**src/rtl/eae_pkg.sv**
```systemverilog
// Shared definitions for the EAE divide sequencer.
//   WORD_W          machine word width (AC, MQ, divisor)
//   DIV_LATENCY     cycles from accept to div_finished on a normal divide
//   div_seq_state_t sequencer FSM states
//   div_overflow    unsigned AC >= divisor screen (covers divisor 0)
package eae_pkg;

    localparam int WORD_W      = 12;
    localparam int DIV_LATENCY = 14;

    typedef enum logic [2:0] {
        FLUSH,
        IDLE,
        LAUNCH,
        WAIT,
        DONE
    } div_seq_state_t;

    // The quotient only fits in one word when AC < divisor.
    function automatic logic div_overflow(input logic [WORD_W-1:0] ac,
                                          input logic [WORD_W-1:0] divisor);
        return ac >= divisor;
    endfunction

endpackage

```
**src/rtl/eae_div_sequencer.sv**
```systemverilog
// Sequences the EAE DVI instruction onto the shared 12-bit restoring divider.
// Ports:
//   clock, reset_n            system clock, asynchronous active-low reset
//   req                       divide request (AC:MQ / divisor)
//   ac_in, mq_in, divisor_in  operands, sampled on accept
//   busy                      high from accept through DONE and during FLUSH
//   done                      one-cycle pulse, results valid and held until next accept
//   ac_out, mq_out            remainder / quotient, or unchanged AC/MQ on failure
//   link_out                  0 on success, 1 on overflow or timeout
//   timeout_err               set with done when the divider never finished
//   div_dividend, div_divisor operands to the divider, latched on accept
//   div_start                 one-cycle divider start strobe
//   div_quotient, div_remainder, div_finished   divider results
//   fsm_state                 current sequencer state, for observation
//
// Handshake: req is taken (accepted) only in a cycle where busy is 0; a
// request while busy is high is ignored, and a request held high through
// DONE is accepted on the following idle cycle.
module eae_div_sequencer
    import eae_pkg::*;
#(
    parameter int TIMEOUT_CYCLES = 32,
    parameter int FLUSH_CYCLES   = 16
) (
    input  logic                  clock,
    input  logic                  reset_n,
    input  logic                  req,
    input  logic [WORD_W-1:0]     ac_in,
    input  logic [WORD_W-1:0]     mq_in,
    input  logic [WORD_W-1:0]     divisor_in,
    output logic                  busy,
    output logic                  done,
    output logic [WORD_W-1:0]     ac_out,
    output logic [WORD_W-1:0]     mq_out,
    output logic                  link_out,
    output logic                  timeout_err,
    output logic [2*WORD_W-1:0]   div_dividend,
    output logic [WORD_W-1:0]     div_divisor,
    output logic                  div_start,
    input  logic [WORD_W-1:0]     div_quotient,
    input  logic [WORD_W-1:0]     div_remainder,
    input  logic                  div_finished,
    output div_seq_state_t        fsm_state
);

    // One counter serves both FLUSH and WAIT, so size it for the longer.
    localparam int CNT_MAX = (TIMEOUT_CYCLES > FLUSH_CYCLES) ? TIMEOUT_CYCLES : FLUSH_CYCLES;
    localparam int CNT_W   = $clog2(CNT_MAX + 1);
    localparam logic [CNT_W-1:0] FLUSH_LAST   = CNT_W'(FLUSH_CYCLES - 1);
    localparam logic [CNT_W-1:0] TIMEOUT_LAST = CNT_W'(TIMEOUT_CYCLES - 1);

    div_seq_state_t   state;
    logic [CNT_W-1:0] cnt;

    assign fsm_state = state;

    always_ff @(posedge clock or negedge reset_n) begin
        if (!reset_n) begin
            state        <= FLUSH;
            cnt          <= '0;
            busy         <= 1'b1;
            done         <= 1'b0;
            ac_out       <= '0;
            mq_out       <= '0;
            link_out     <= 1'b0;
            timeout_err  <= 1'b0;
            div_dividend <= '0;
            div_divisor  <= '0;
            div_start    <= 1'b0;
        end else begin
            done      <= 1'b0;
            div_start <= 1'b0;
            case (state)
                // The divider has no reset; holding start low lets it fall back to S0.
                FLUSH: begin
                    if (cnt == FLUSH_LAST) begin
                        cnt   <= '0;
                        busy  <= 1'b0;
                        state <= IDLE;
                    end else begin
                        cnt <= cnt + 1'b1;
                    end
                end
                IDLE: begin
                    if (req) begin
                        busy         <= 1'b1;
                        timeout_err  <= 1'b0;
                        div_dividend <= {ac_in, mq_in};
                        div_divisor  <= divisor_in;
                        cnt          <= '0;
                        if (div_overflow(ac_in, divisor_in)) begin
                            ac_out   <= ac_in;
                            mq_out   <= mq_in;
                            link_out <= 1'b1;
                            done     <= 1'b1;
                            state    <= DONE;
                        end else begin
                            div_start <= 1'b1;
                            state     <= LAUNCH;
                        end
                    end
                end
                // div_start drops by default here, so the strobe is exactly one cycle.
                LAUNCH: state <= WAIT;
                WAIT: begin
                    if (div_finished) begin
                        mq_out   <= div_quotient;
                        ac_out   <= div_remainder;
                        link_out <= 1'b0;
                        done     <= 1'b1;
                        state    <= DONE;
                    end else if (cnt == TIMEOUT_LAST) begin
                        ac_out      <= div_dividend[2*WORD_W-1:WORD_W];
                        mq_out      <= div_dividend[WORD_W-1:0];
                        link_out    <= 1'b1;
                        timeout_err <= 1'b1;
                        done        <= 1'b1;
                        state       <= DONE;
                    end else begin
                        cnt <= cnt + 1'b1;
                    end
                end
                DONE: begin
                    busy  <= 1'b0;
                    state <= IDLE;
                end
                default: begin
                    cnt   <= '0;
                    busy  <= 1'b1;
                    state <= FLUSH;
                end
            endcase
        end
    end

endmodule

```
**config.mk**
```make
export PLATFORM = sky130hd
export DESIGN_NAME = eae_div_sequencer
export DESIGN_NICKNAME = d
export VERILOG_FILES = /design/src/rtl/eae_pkg.sv /design/src/rtl/eae_div_sequencer.sv
export SDC_FILE = /design/constraint.sdc
export NUM_CORES = 1
export LEC_CHECK = 0
export ABC_AREA = 1
export CAP_MARGIN = 25
export CORE_ASPECT_RATIO = 1.2
export CORE_MARGIN = 8
export CORE_UTILIZATION = 46
export DETAILED_ROUTE_END_ITERATION = 10
export GPL_ROUTABILITY_DRIVEN = 0
export PLACE_DENSITY_LB_ADDON = 0.15
export SLEW_MARGIN = 0
export SYNTH_ARGS = -nofsm -noshare
export SYNTH_HDL_FRONTEND = slang
export SYNTH_SLANG_ARGS = --single-unit
```
**constraint.sdc**
```tcl
create_clock -name clock -period 2.02 [get_ports clock]
set_input_delay 0.606 -clock clock [delete_from_list [all_inputs] [get_ports clock]]
set_output_delay 0.606 -clock clock [all_outputs]
set_load 0.1 [all_outputs]
```
# After elaboration in Yosys (flattened, before gate mapping)
# Index checks and enable logic that the tools add are counted.
[word_totals]
output_inout_bits = 68
input_bits = 64
reg_bits = 74
[op_classes]
n_bitwise = 2
reduce_logical = 10
n_eq_ne = 13
mux = 40
add_sub_neg = 1
magnitude_cmp = 1
[op_table]
columns = ["op", "n"]
rows = [
  ["12-bit two-way mux", 8],
  ["12-bit case mux with 2 select lines", 2],
  ["6-bit two-way mux", 4],
  ["6-bit case mux with 4 select lines", 1],
  ["1-bit two-way mux", 15],
  ["3-bit two-way mux", 5],
  ["3-bit case mux with 5 select lines", 1],
  ["12-bit greater-or-equal comparator", 1],
  ["2-bit inequality test (second input constant)", 6],
  ["4-bit AND reduction", 3],
  ["6-bit by 1-bit adder with 6-bit output (second input constant)", 1],
  ["3-bit by 2-bit == test with 1-bit output (second input constant)", 2],
  ["6-bit by 4-bit == test with 1-bit output (second input constant)", 1],
  ["6-bit by 5-bit == test with 1-bit output (second input constant)", 1],
  ["1-bit case mux with 2 select lines", 3],
  ["3-bit AND reduction", 2],
  ["1-bit case mux with 4 select lines", 1],
  ["2-bit OR reduction", 2],
  ["3-bit by 1-bit == test with 1-bit output (second input constant)", 1],
  ["3-bit == test (second input constant)", 1],
  ["3-bit zero test", 1],
  ["3-bit inequality test (second input constant)", 1],
  ["1-bit inverter", 2],
  ["2-bit AND reduction", 1],
  ["2-bit nonzero test", 1],
]

# Longest topological paths before layout
[logic_depth]
word_depth = 4
mapped_depth = 14

# Worst setup path before layout
# OpenSTA, ideal clock, no wires.
[synth_path]
kind = "register to register"
startpoint = "register state[1], in the netlist fsm_state[1]"
endpoint = "register ac_out[7]"
arrival_ps = 1953
period_less_slack_ps = 2022
slack_ps = -2
n_path_buf = 2
setup_time_ps = 69
stages_incl_launch_ff = 9
cell_sequence = "dfrtp_1 > nand3_2 > buf_6 > nor2_4 > inv_2 > buf_4 > o211ai_1 > nand2_1 > nand2_1"
[synth_via]
elab_chain_len = 3
elab_cells_between_ends = 8
classes_between = "eq/ne (5); mux (1); reduce/logical (2)"
[synth_rtl]
columns = ["element", "line", "source"]
rows = [
  ["start, declared", "eae_div_sequencer.sv:52", "div_seq_state_t state;"],
  ["start signal, assigned", "eae_div_sequencer.sv:59", "state <= FLUSH;"],
  ["start signal, assigned", "eae_div_sequencer.sv:79", "state <= IDLE;"],
  ["start signal, assigned", "eae_div_sequencer.sv:96", "state <= DONE;"],
  ["3-bit by 2-bit == test with 1-bit output / 3-bit by 1-bit == test with 1-bit output (equally long branches)", "eae_div_sequencer.sv:73", "case (state)"],
  ["3-bit inequality test (no line), or another cell as far along", "--", ""],
  ["4-bit AND reduction (no line)", "--", ""],
  ["end signal, assigned", "eae_div_sequencer.sv:92", "ac_out <= ac_in;"],
  ["end signal, assigned", "eae_div_sequencer.sv:108", "ac_out <= div_remainder;"],
  ["end signal, assigned", "eae_div_sequencer.sv:113", "ac_out <= div_dividend[2*WORD_W-1:WORD_W];"],
  ["end, declared", "eae_div_sequencer.sv:33", "output logic [WORD_W-1:0] ac_out,"],
]
# Several ways; a longest one is shown, not always the timed one.
# A chain may end at the register's enable or synchronous reset.

# Worst setup path in the final report
[layout_path]
startpoint = "input port ac_in[10]"
endpoint = "register ac_out[3]"
[layout_via]
elab_chain_len = 3
[layout_rtl]
columns = ["element", "line", "source"]
rows = [
  ["start, declared", "eae_div_sequencer.sv:28", "input logic [WORD_W-1:0] ac_in,"],
  ["12-bit greater-or-equal comparator", "eae_pkg.sv:22", "return ac >= divisor;"],
  ["2-bit inequality test (no line)", "--", ""],
  ["4-bit AND reduction (no line)", "--", ""],
]
# Every way passes these cells.

==> results.txt <==
----------------------------------------------------
[Synthesis]
  Number of warning messages in the yosys log ... 0
  Most used DFF post-synth ... sky130_fd_sc_hd__dfrtp_1
  Count of flip-flops with a built-in enable after synthesis ... 0
  Number of different library cells in the post-synthesis netlist ... 33
  Mapped Cells ... 478
  Most common cell in the synthesized netlist ... sky130_fd_sc_hd__nand2_1
  Post-Synthesis Mean Instance Area ... slightly above 8 sq um
  Syn nets ... 555
  Synth top area share ... 46.93%
  Area of the mapped netlist ... around 3900 sq um
  Synth top area cells ... sky130_fd_sc_hd__dfrtp_1, sky130_fd_sc_hd__nand2_1, sky130_fd_sc_hd__inv_1
  Share of synthesized area occupied by flip-flops and latches ... a little under half
  Most frequent cells after synthesis ... sky130_fd_sc_hd__nand2_1, sky130_fd_sc_hd__dfrtp_1, sky130_fd_sc_hd__inv_1
  Largest area contributor in the synthesized netlist ... sky130_fd_sc_hd__dfrtp_1
  Share of synthesized registers carrying an async set or reset ... 100.0%
  #FFs+latches synth ... 74

[Setup path]
  Critical path, cell by cell ... dlygate4sd2_1 -> ha_1 -> nand2_2 -> nor2_2 -> buf_4 -> a21oi_4 -> nand2_4 -> nand2_8 -> buf_8 -> nand2_8 -> nand2_2 -> nand2_1
  Data arrival time of the critical path ... about 2200 ps
  WS Path Type ... in -> reg
  CP max-delay cell ... sky130_fd_sc_hd__ha_1
  Type of destination of the critical path ... flip-flop
  Buffer and inverter count on the worst path ... 3
  Worst-path maximum fanout ... 7
  Critical path data required time ... approximately 2300 ps
  Stage delay of the slowest cell on the critical path ... around 290 ps
  Family with the most delay on the worst path ... simple AND/OR/NAND/NOR gates
  Element type at the critical path start ... primary input

[STA]
  Worst rel slew slack ... 65.10%
  RSZ-0062 raised after global routing ... no
  Minimum hold slack ... approximately 150 ps
  Tightest Pin Transition ... 522.8 ps
  Clock skew ... between 10 and 15 ps
  Timing-limited maximum frequency ... just over 500 MHz
  Post-layout minimum cycle time ... 1950 ps
  Fin. Hold Viols ... 0
  Final worst-path setup slack ... about 70 ps
  Setup-failing EPs final ... 0
  Share of the clock period used by the worst path ... 96.55%
  Slew Limit Fails ... 0

[Placement]
  Detailed placement HPWL ... roughly 9200 um
  Pre-CTS worst setup slack ... -496.0 ps
  Total of buffers placed on input and output ports ... between 100 and 150

[Final layout]
  Layout-stage area growth over the synthesis result ... 73.10%
  Fraction of final layout cells sized beyond drive strength 1 ... a little under a third
  Sequential standard cell area ... 1854 sq um
  Multi-input gate area in the final layout ... about 1900 sq um
  Final net count ... ~730
  Count of fill cells added during filler insertion ... around 480

[Clock network]
  Root buffer cell ... sky130_fd_sc_hd__clkbuf_8
  CTS Buffer Depth ... 2
  Clock slew seen by the registers of the worst setup and hold paths ... approximately 80 ps
  Number of clock buffers inserted by TritonCTS ... 9
  TritonCTS clock tree ... built
  H-tree levels ... 3
  Insertion delay of the later-clocked pin in the worst-skew pair ... between 300 and 400 ps
  CTS Sinks ... 74
  Hold-fix buffer count after cts ... 0

[GRT]
  Global-route wire length before repair ... between 20000 and 25000 um
  GRT Util Overall ... between 20% and 30%
  Number of antenna violations at the first check in global routing ... 1
  Gr ovfl total ... 0
  Via count of the first global-routing pass ... roughly 4200
  Largest net degree at the start of global routing ... 29

[Drt]
  Via density per instance ... ~5.2
  Post-route antenna net violation count ... 0
  Routed vias ... 3963
  Iter 0 DRT Violations ... 175
  Routed WL ... 13290 um
  Post-route DRC ... 0
  Routed wire length per instance ... around 17 um
  First-pass iteration count of the detailed router ... 6

[Floorplan]
  Area enclosed by the die boundary ... about 12000 sq um
  Placeable core region ... about 8200 sq um
  Rows ... 36
  Total I/O pin count ... around 130
  Starting density of the core ... 47.74%
  DIE WIDTH ... ~100 um
  Die Span Y ... 116.8 um

[Job]
  Max cap viols ... 0

[Min path]
  Classification of the worst-slack hold path ... in -> async

[Run status]
  Status ... complete, no violations

----------------------------------------------------
cell families (layout without fill, tap and decap cells):
kind of cell	Yosys count	after routing	synth area share (%)
AO/OA/AOI/OAI	77	77	12.50
XOR/XNOR	2	2	0.4501
adder cells (fa/ha/maj)	13	13	4.179
buffers and inverters	81	253	9.579
flip-flops	74	74	47.61
multiplexers	1	1	0.2893
other	0	1	0
AND/OR/NAND/NOR	230	233	25.39
worst register-to-register path: cells and delay by family (launching register included):
kind                   cells  cell delay [ps]
AO/OA/AOI/OAI              1              330
flip-flops                 1              470
AND/OR/NAND/NOR            4              590
buffers and inverters      2              350
flip-flops by register name, indices dropped and copies added, names as in the netlist, 3 cells and up:
| name | cells |
|---|---|
| ac_out | 12 |
| cnt | 6 |
| div_dividend | 24 |
| div_divisor | 12 |
| fsm_state | 3 |
| mq_out | 12 |
metrics by stage:
step	cells	cell area [sq um]	utilization, %	TNS [ps]
2_1_floorplan	478	3894	-	0
3_3_place_gp	736	6142	75.34	-11820
3_5_place_dp	736	6142	75.34	-13210
4_1_cts	762	6626	81.28	-43.45
5_1_grt	768	6738	82.64	0
6_report	768	6738	82.64	0
worst paths after layout:
kind / from / end / slack, ps / cells past startpoint
worst max-delay path: ac_in[10] / ac_out[3]$_DFFE_PN0P_ / 70 / 12
worst min-delay path: reset_n / div_dividend[4]$_DFFE_PN0P_ / 150 / 1
worst max register to register: fsm_state[2]$_DFFE_PN0P_ / mq_out[6]$_DFFE_PN0P_ / 220 / 7
worst min register to register: busy$_DFFE_PN1P_ / busy$_DFFE_PN1P_ / 520 / 2
max in group asynchronous: reset_n / div_divisor[11]$_DFFE_PN0P_ / 1300 / 2
min in group clock: busy$_DFFE_PN1P_ / busy$_DFFE_PN1P_ / 520 / 2
cell usage in the layout (no fill, tap or decap), types with 9 or more instances in the layout:
cell type and instances:
sky130_fd_sc_hd__dfrtp_1 72, sky130_fd_sc_hd__inv_2 17, sky130_fd_sc_hd__o21ai_0 30, sky130_fd_sc_hd__nand3_1 30
sky130_fd_sc_hd__o211ai_1 19, sky130_fd_sc_hd__buf_12 70, sky130_fd_sc_hd__dlygate4sd2_1 17, sky130_fd_sc_hd__inv_1 44
sky130_fd_sc_hd__nor2_1 9, sky130_fd_sc_hd__o21ai_1 10, sky130_fd_sc_hd__nand2_1 153, sky130_fd_sc_hd__buf_4 39
sky130_fd_sc_hd__clkdlybuf4s50_1 38, sky130_fd_sc_hd__clkbuf_8 11, sky130_fd_sc_hd__nand2_2 23
cell type report:
class,count,area share [%]
multi-input cells,326,28.04
flip-flops and latches,74,27.52
clock inverters,4,1.096
well taps,114,2.117
repair buffers,176,35.49
inverters,61,3.398
clock buffers,12,2.303
diodes,1,0.03714
routing by layer:
layer / track usage, % / vias up / wire (um)
met3: 6.686 / 31 / 1135
li1: - / 1874 / -
met2: 40.36 / 161 / 6825
met4: 12.02 / 0 / 403
met5: 0 / - / 0
met1: 24.98 / 1897 / 4922
what timing repair did:
action	CTS	global route
cloned	4	0
gates resized for setup	57	22
pin swaps	15	10
buffers inserted	6	5
setup endpoints to repair	26	27
Power is not shown: default switching activity piles up to over one toggle a cycle in this logic, so the estimate is an artifact.
==> RTL change 1 (same settings) <==
`FLUSH_CYCLES`: 16 -> 32.
--- a/src/rtl/eae_div_sequencer.sv
+++ b/src/rtl/eae_div_sequencer.sv
@@ -20,7 +20,7 @@
     import eae_pkg::*;
 #(
     parameter int TIMEOUT_CYCLES = 32,
-    parameter int FLUSH_CYCLES   = 16
+    parameter int FLUSH_CYCLES   = 32
 ) (
     input  logic                  clock,
     input  logic                  reset_n,
Behaviour: no difference found for any inputs over 10 cycles, from zero or initial values and one cycle with reset_n low; that may be too few to reach the edited logic, so the function may still have changed.
==> RTL change 1 against the original RTL <==
- the flow now finishes with violations (negative setup slack)
- synthesized area decreased by 1.6%
- sequential cell count unchanged
- via count increased by 3.2%
- design area decreased by 1.2%
- worst setup slack got worse by 0.12 ns
- routed wire length increased by 11%
- critical path type is now register to register
- critical endpoint is now ac_out[4]$_DFFE_PN0P_
Power is left out: the tool's default activity adds up to more than one toggle a clock period on the data nets, which glitch-free logic cannot reach.
==> RTL change 1: results (changes against the original RTL) <==
| Metric | Value |
|---|---|
| Yosys cell types | `29 (-12%)` |
| Worst path arrival time | `2.31 ns (+0.12 ns)` |
| Commonest cells post-synth | `nand2_1 (155), dfrtp_1 (73), nand3_1 (58)` |
| CP Max Fanout | `23 (+16)` |
| DRT Pass-1 Iters | `5 (-1)` |
| Mapped Nets | `556 (+0.18%)` |
| Initial antenna violation count | `2 (+1)` |
| Status | `finished with violations` |
| Dpl cell area | `6100 µm² (-0.69%)` |
| GR Layer Usage met2 | `41.7% (+1.3 points)` |
| Routed length on met2 | `7.66 mm (+12%)` |
| CP max-delay cell | `dfrtp_1` |
| Initial drt markers | `319 (+82%)` |
| Failing checks | `negative setup slack` |
| Met1 GRT Util | `25.2% (+0.19 points)` |
| FF-to-FF path depth | `8 (+1)` |
| Vias in the first global route | `4,045 (-3.3%)` |
| Wl on met1 | `5.40 mm (+9.6%)` |
| Largest cells by area after synthesis | `dfrtp_1 (48%), nand2_1 (15%), nand3_1 (7.6%)` |
| Filler instances | `443 (-7.9%)` |
| GR Util met3 | `6.43% (-0.26 points)` |
| Final Skew | `0.0116 ns (+0.000694 ns)` |
| First-pass GRT wire length | `20.9 mm (-0.82%)` |
| Worst setup endpoint | `ac_out[4]$_DFFE_PN0P_` |
| Final setup fails | `1 (+1)` |
| Slew HR | `61.2% (-3.9 points)` |
| GRT Total Usage | `23.1% (about the same)` |
| Setup WS post-layout | `-0.0497 ns (-0.119 ns)` |
| Cts repair resizes | `33 (-42%)` |
[RTL change 1: cell types whose count changed after synthesis, sizes merged, moves of 3 or more]
cell and delta:
nand2 -21, a21oi -4, clkbuf +4, nand3 +26
nor2 -3
[RTL change 1: logic make-up (layout without fill, tap and decap cells)]
group | Yosys count | in the layout | share of synthesized area (%)
and+or+nand+nor | 234 | 237 | 26.2
buffers and inverters | 82 | 241 | 9.08
DFF | 74 | 74 | 48.4
AOI/OAI and AO/OA | 73 | 73 | 11.4
adders and majority gates | 13 | 13 | 4.25
xor gates and xnor gates | 3 | 3 | 0.686
other | 0 | 2 | 0
[RTL change 1: metrics by stage]
step / hold WS (ns) / setup WS (ns)
2_1_floorplan: 0.310 / 0.00000422
3_3_place_gp: 0.500 / -0.430
3_5_place_dp: 0.517 / -0.527
4_1_cts: 0.206 / -0.00793
5_1_grt: 0.219 / -0.108
6_report: 0.191 / -0.0497
[RTL change 1: area by class of cell]
class / count / area (µm²) / share of cell area [%]
clock buffers: 12 / 165 / 2.48
well taps: 95 / 119 / 1.79
flip-flops and latches: 74 / 1850 / 27.9
multi-input cells: 326 / 1930 / 29.0
inverters: 59 / 225 / 3.38
clock inverters: 4 / 25.0 / 0.376
diodes: 2 / 5.00 / 0.0752
repair buffers: 166 / 2340 / 35.1
[RTL change 1: worst min-delay path by stage]
stage                                             end  slack [ns]
after floorplan                 ac_out[0]$_DFFE_PN0P_        0.31
after global placement               busy$_DFFE_PN1P_        0.50
after detailed placement           cnt[1]$_DFFE_PN0P_        0.52
after CTS                 div_dividend[8]$_DFFE_PN0P_        0.21
after global routing      div_dividend[8]$_DFFE_PN0P_        0.22
final                     div_dividend[8]$_DFFE_PN0P_        0.19
==> RTL change 2 (config.mk and constraints unchanged) <==
Made on the original files. Reset style: synchronous (`reset_n`), changed in one clocked block. Comments in the files are not updated.
--- a/src/rtl/eae_div_sequencer.sv
+++ b/src/rtl/eae_div_sequencer.sv
@@ -54,7 +54,7 @@
 
     assign fsm_state = state;
 
-    always_ff @(posedge clock or negedge reset_n) begin
+    always_ff @(posedge clock) begin
         if (!reset_n) begin
             state        <= FLUSH;
             cnt          <= '0;
Function: no difference found for any inputs over 10 cycles, from zero or initial values and one cycle with reset_n low; that may be too few to reach the edited logic, so the function may still have changed.
==> RTL change 2 against the original RTL <==
- the flow now finishes with violations (negative setup slack)
- synthesized area is 7.7% higher
- sequential cell count stayed put
- worst setup slack worse by 0.084 ns
- core utilization is 2.1 points lower
- hold slack better by 0.32 ns
- design area is 6.9% higher
- global-route usage is 1.8 points lower
- routed wire length is 7.1% higher
- critical path type unchanged
- largest cell class unchanged
- highest routed layer unchanged
Power is left out: it rests on default switching activity, and per cell area and clock period it moved more than threefold.
==> RTL change 2: results (changes against the original RTL) <==
| Metric | Value |
|---|---|
| Nets | `787 (+8.6%)` |
| Vias in the first global route | `4,317 (+3.2%)` |
| Max stage delay on crit path | `0.31 ns (+0.02 ns)` |
| CP max-delay cell | `ha_4` |
| FF-to-FF path depth | `11 (+4)` |
| Mean Syn Cell Area | `7.58 µm² (-6.9%)` |
| First-pass GRT wire length | `21.2 mm (+0.92%)` |
| Status | `finished with violations` |
| Worst Min Path Start | `cnt[2]$_SDFFE_PN0P_` |
| Cell total after placement | `803 (+9.1%)` |
| Largest net degree at the start of global routing | `32 (+10%)` |
| Finished Layout Cells | `834 (+8.6%)` |
| Tightest Pin Transition | `0.381 ns (-0.141 ns)` |
| Commonest cells post-synth | `nand2_1 (91), inv_1 (81), dfxtp_1 (74)` |
| GRT Total Usage | `21.3% (-1.8 points)` |
| Setup WS post-layout | `-0.0140 ns (-0.0838 ns)` |
| RR Startpoint | `cnt[0]$_SDFFE_PN0P_` |
| Failing checks | `negative setup slack` |
| Largest cells by area after synthesis | `dfxtp_1 (35%), nand2_1 (8.1%), inv_1 (7.3%)` |
| Top sig layer | `met4` |
| Critical R2R Capture | `mq_out[2]$_SDFFE_PN0P_` |
| Routed length on met2 | `7.31 mm (+7.1%)` |
| Initial antenna violation count | `0 (-1)` |
| Flop2flop setup slack | `0.17 ns (-0.05 ns)` |
| Final setup fails | `4 (+4)` |
| Initial drt markers | `180 (+2.9%)` |
| Final Skew | `0.00891 ns (-0.00199 ns)` |
| Worst Hold Class | `register to register` |
| Sequential fraction of the synthesis area | `35.3% (-12 points)` |
| Ys async rst share | `0% (-100 points)` |
| Dpl cell area | `6390 µm² (+4.0%)` |
| Yosys cell types | `31 (-6.1%)` |
| DP HPWL | `9.58 mm (+4.5%)` |
| Wl on met1 | `5.46 mm (+11%)` |
| Total core area | `8940 µm² (+9.6%)` |
| Metal3 WL | `1.17 mm (+3.0%)` |
| Mapped Nets | `630 (+14%)` |
-- RTL change 2: changes by cell type after synthesis, moves of 18 or more --
cell / unedited run / this run
inv_1: 55 / 81
o21ai_0: 30 / 12
o22ai_1: 0 / 24
nor2_1: 9 / 37
dfrtp_1: 73 / 0
inv_2: 6 / 29
o21ai_2: 0 / 23
a21oi_1: 9 / 33
nand2_1: 175 / 91
dfxtp_1: 0 / 74
o211ai_2: 4 / 22
-- RTL change 2: what timing repair did --
action                     CTS  global route
setup endpoints to repair   28            28
resized for setup           60            42
pin swaps                   14            16
buffers inserted             8             2
cloned                       3             4
-- RTL change 2: kinds of logic after synthesis --
group           share of synthesized area (%)
flops                                    35.3
buf+inv                                  16.4
simple gates                             22.4
compound gates                           21.9
fa+ha+maj                                3.88
-- RTL change 2: layer usage --
metal,vias to the layer above,global-route usage (%)
li1,2104,-
met1,2072,25.4
met2,153,36.0
met3,28,7.48
met4,0,4.26
met5,-,0
-- RTL change 2: area by class of cell --
type                       count  area, µm²
tap                          120        150
timing repair buffer         177       2570
clock inverter                 2       60.1
multi-input combinational    337       2350
fill                         556       1740
inverter                     111        419
clock buffer                  13        159
sequential                    74       1490
-- RTL change 2: tightest hold or removal path, stage by stage (launching register included) --
cell	delay [ns]
dfxtp_1	0.33
inv_1	0.05
a21oi_1	0.05
-- RTL change 2: how the worst max path moves through the flow --
stage / from / cells past startpoint / endpoint / slack, ns
floorplan: divisor_in[11] / 11 / ac_out[11]$_SDFFE_PN0P_ / 0.13
global placement: divisor_in[11] / 13 / mq_out[3]$_SDFFE_PN0P_ / -0.45
detailed placement: divisor_in[11] / 13 / mq_out[5]$_SDFFE_PN0P_ / -0.55
CTS: divisor_in[2] / 13 / mq_out[5]$_SDFFE_PN0P_ / -0.05
global route: divisor_in[10] / 13 / ac_out[6]$_SDFFE_PN0P_ / -0.1
finish: ac_in[11] / 13 / mq_out[2]$_SDFFE_PN0P_ / -0.01
-- RTL change 2: through the flow --
stage          hold WS (ns)  setup TNS (ns)  utilization (%)  worst slack [ns]
4_1_cts               0.470          -0.511             77.4           -0.0545
5_1_grt               0.496          -0.612             80.5           -0.0996
3_5_place_dp          0.459          -14.02             71.5            -0.554
6_report              0.471         -0.0482             80.5           -0.0140
2_1_floorplan         0.434               0                -             0.132
3_3_place_gp          0.450          -11.77             71.5            -0.448
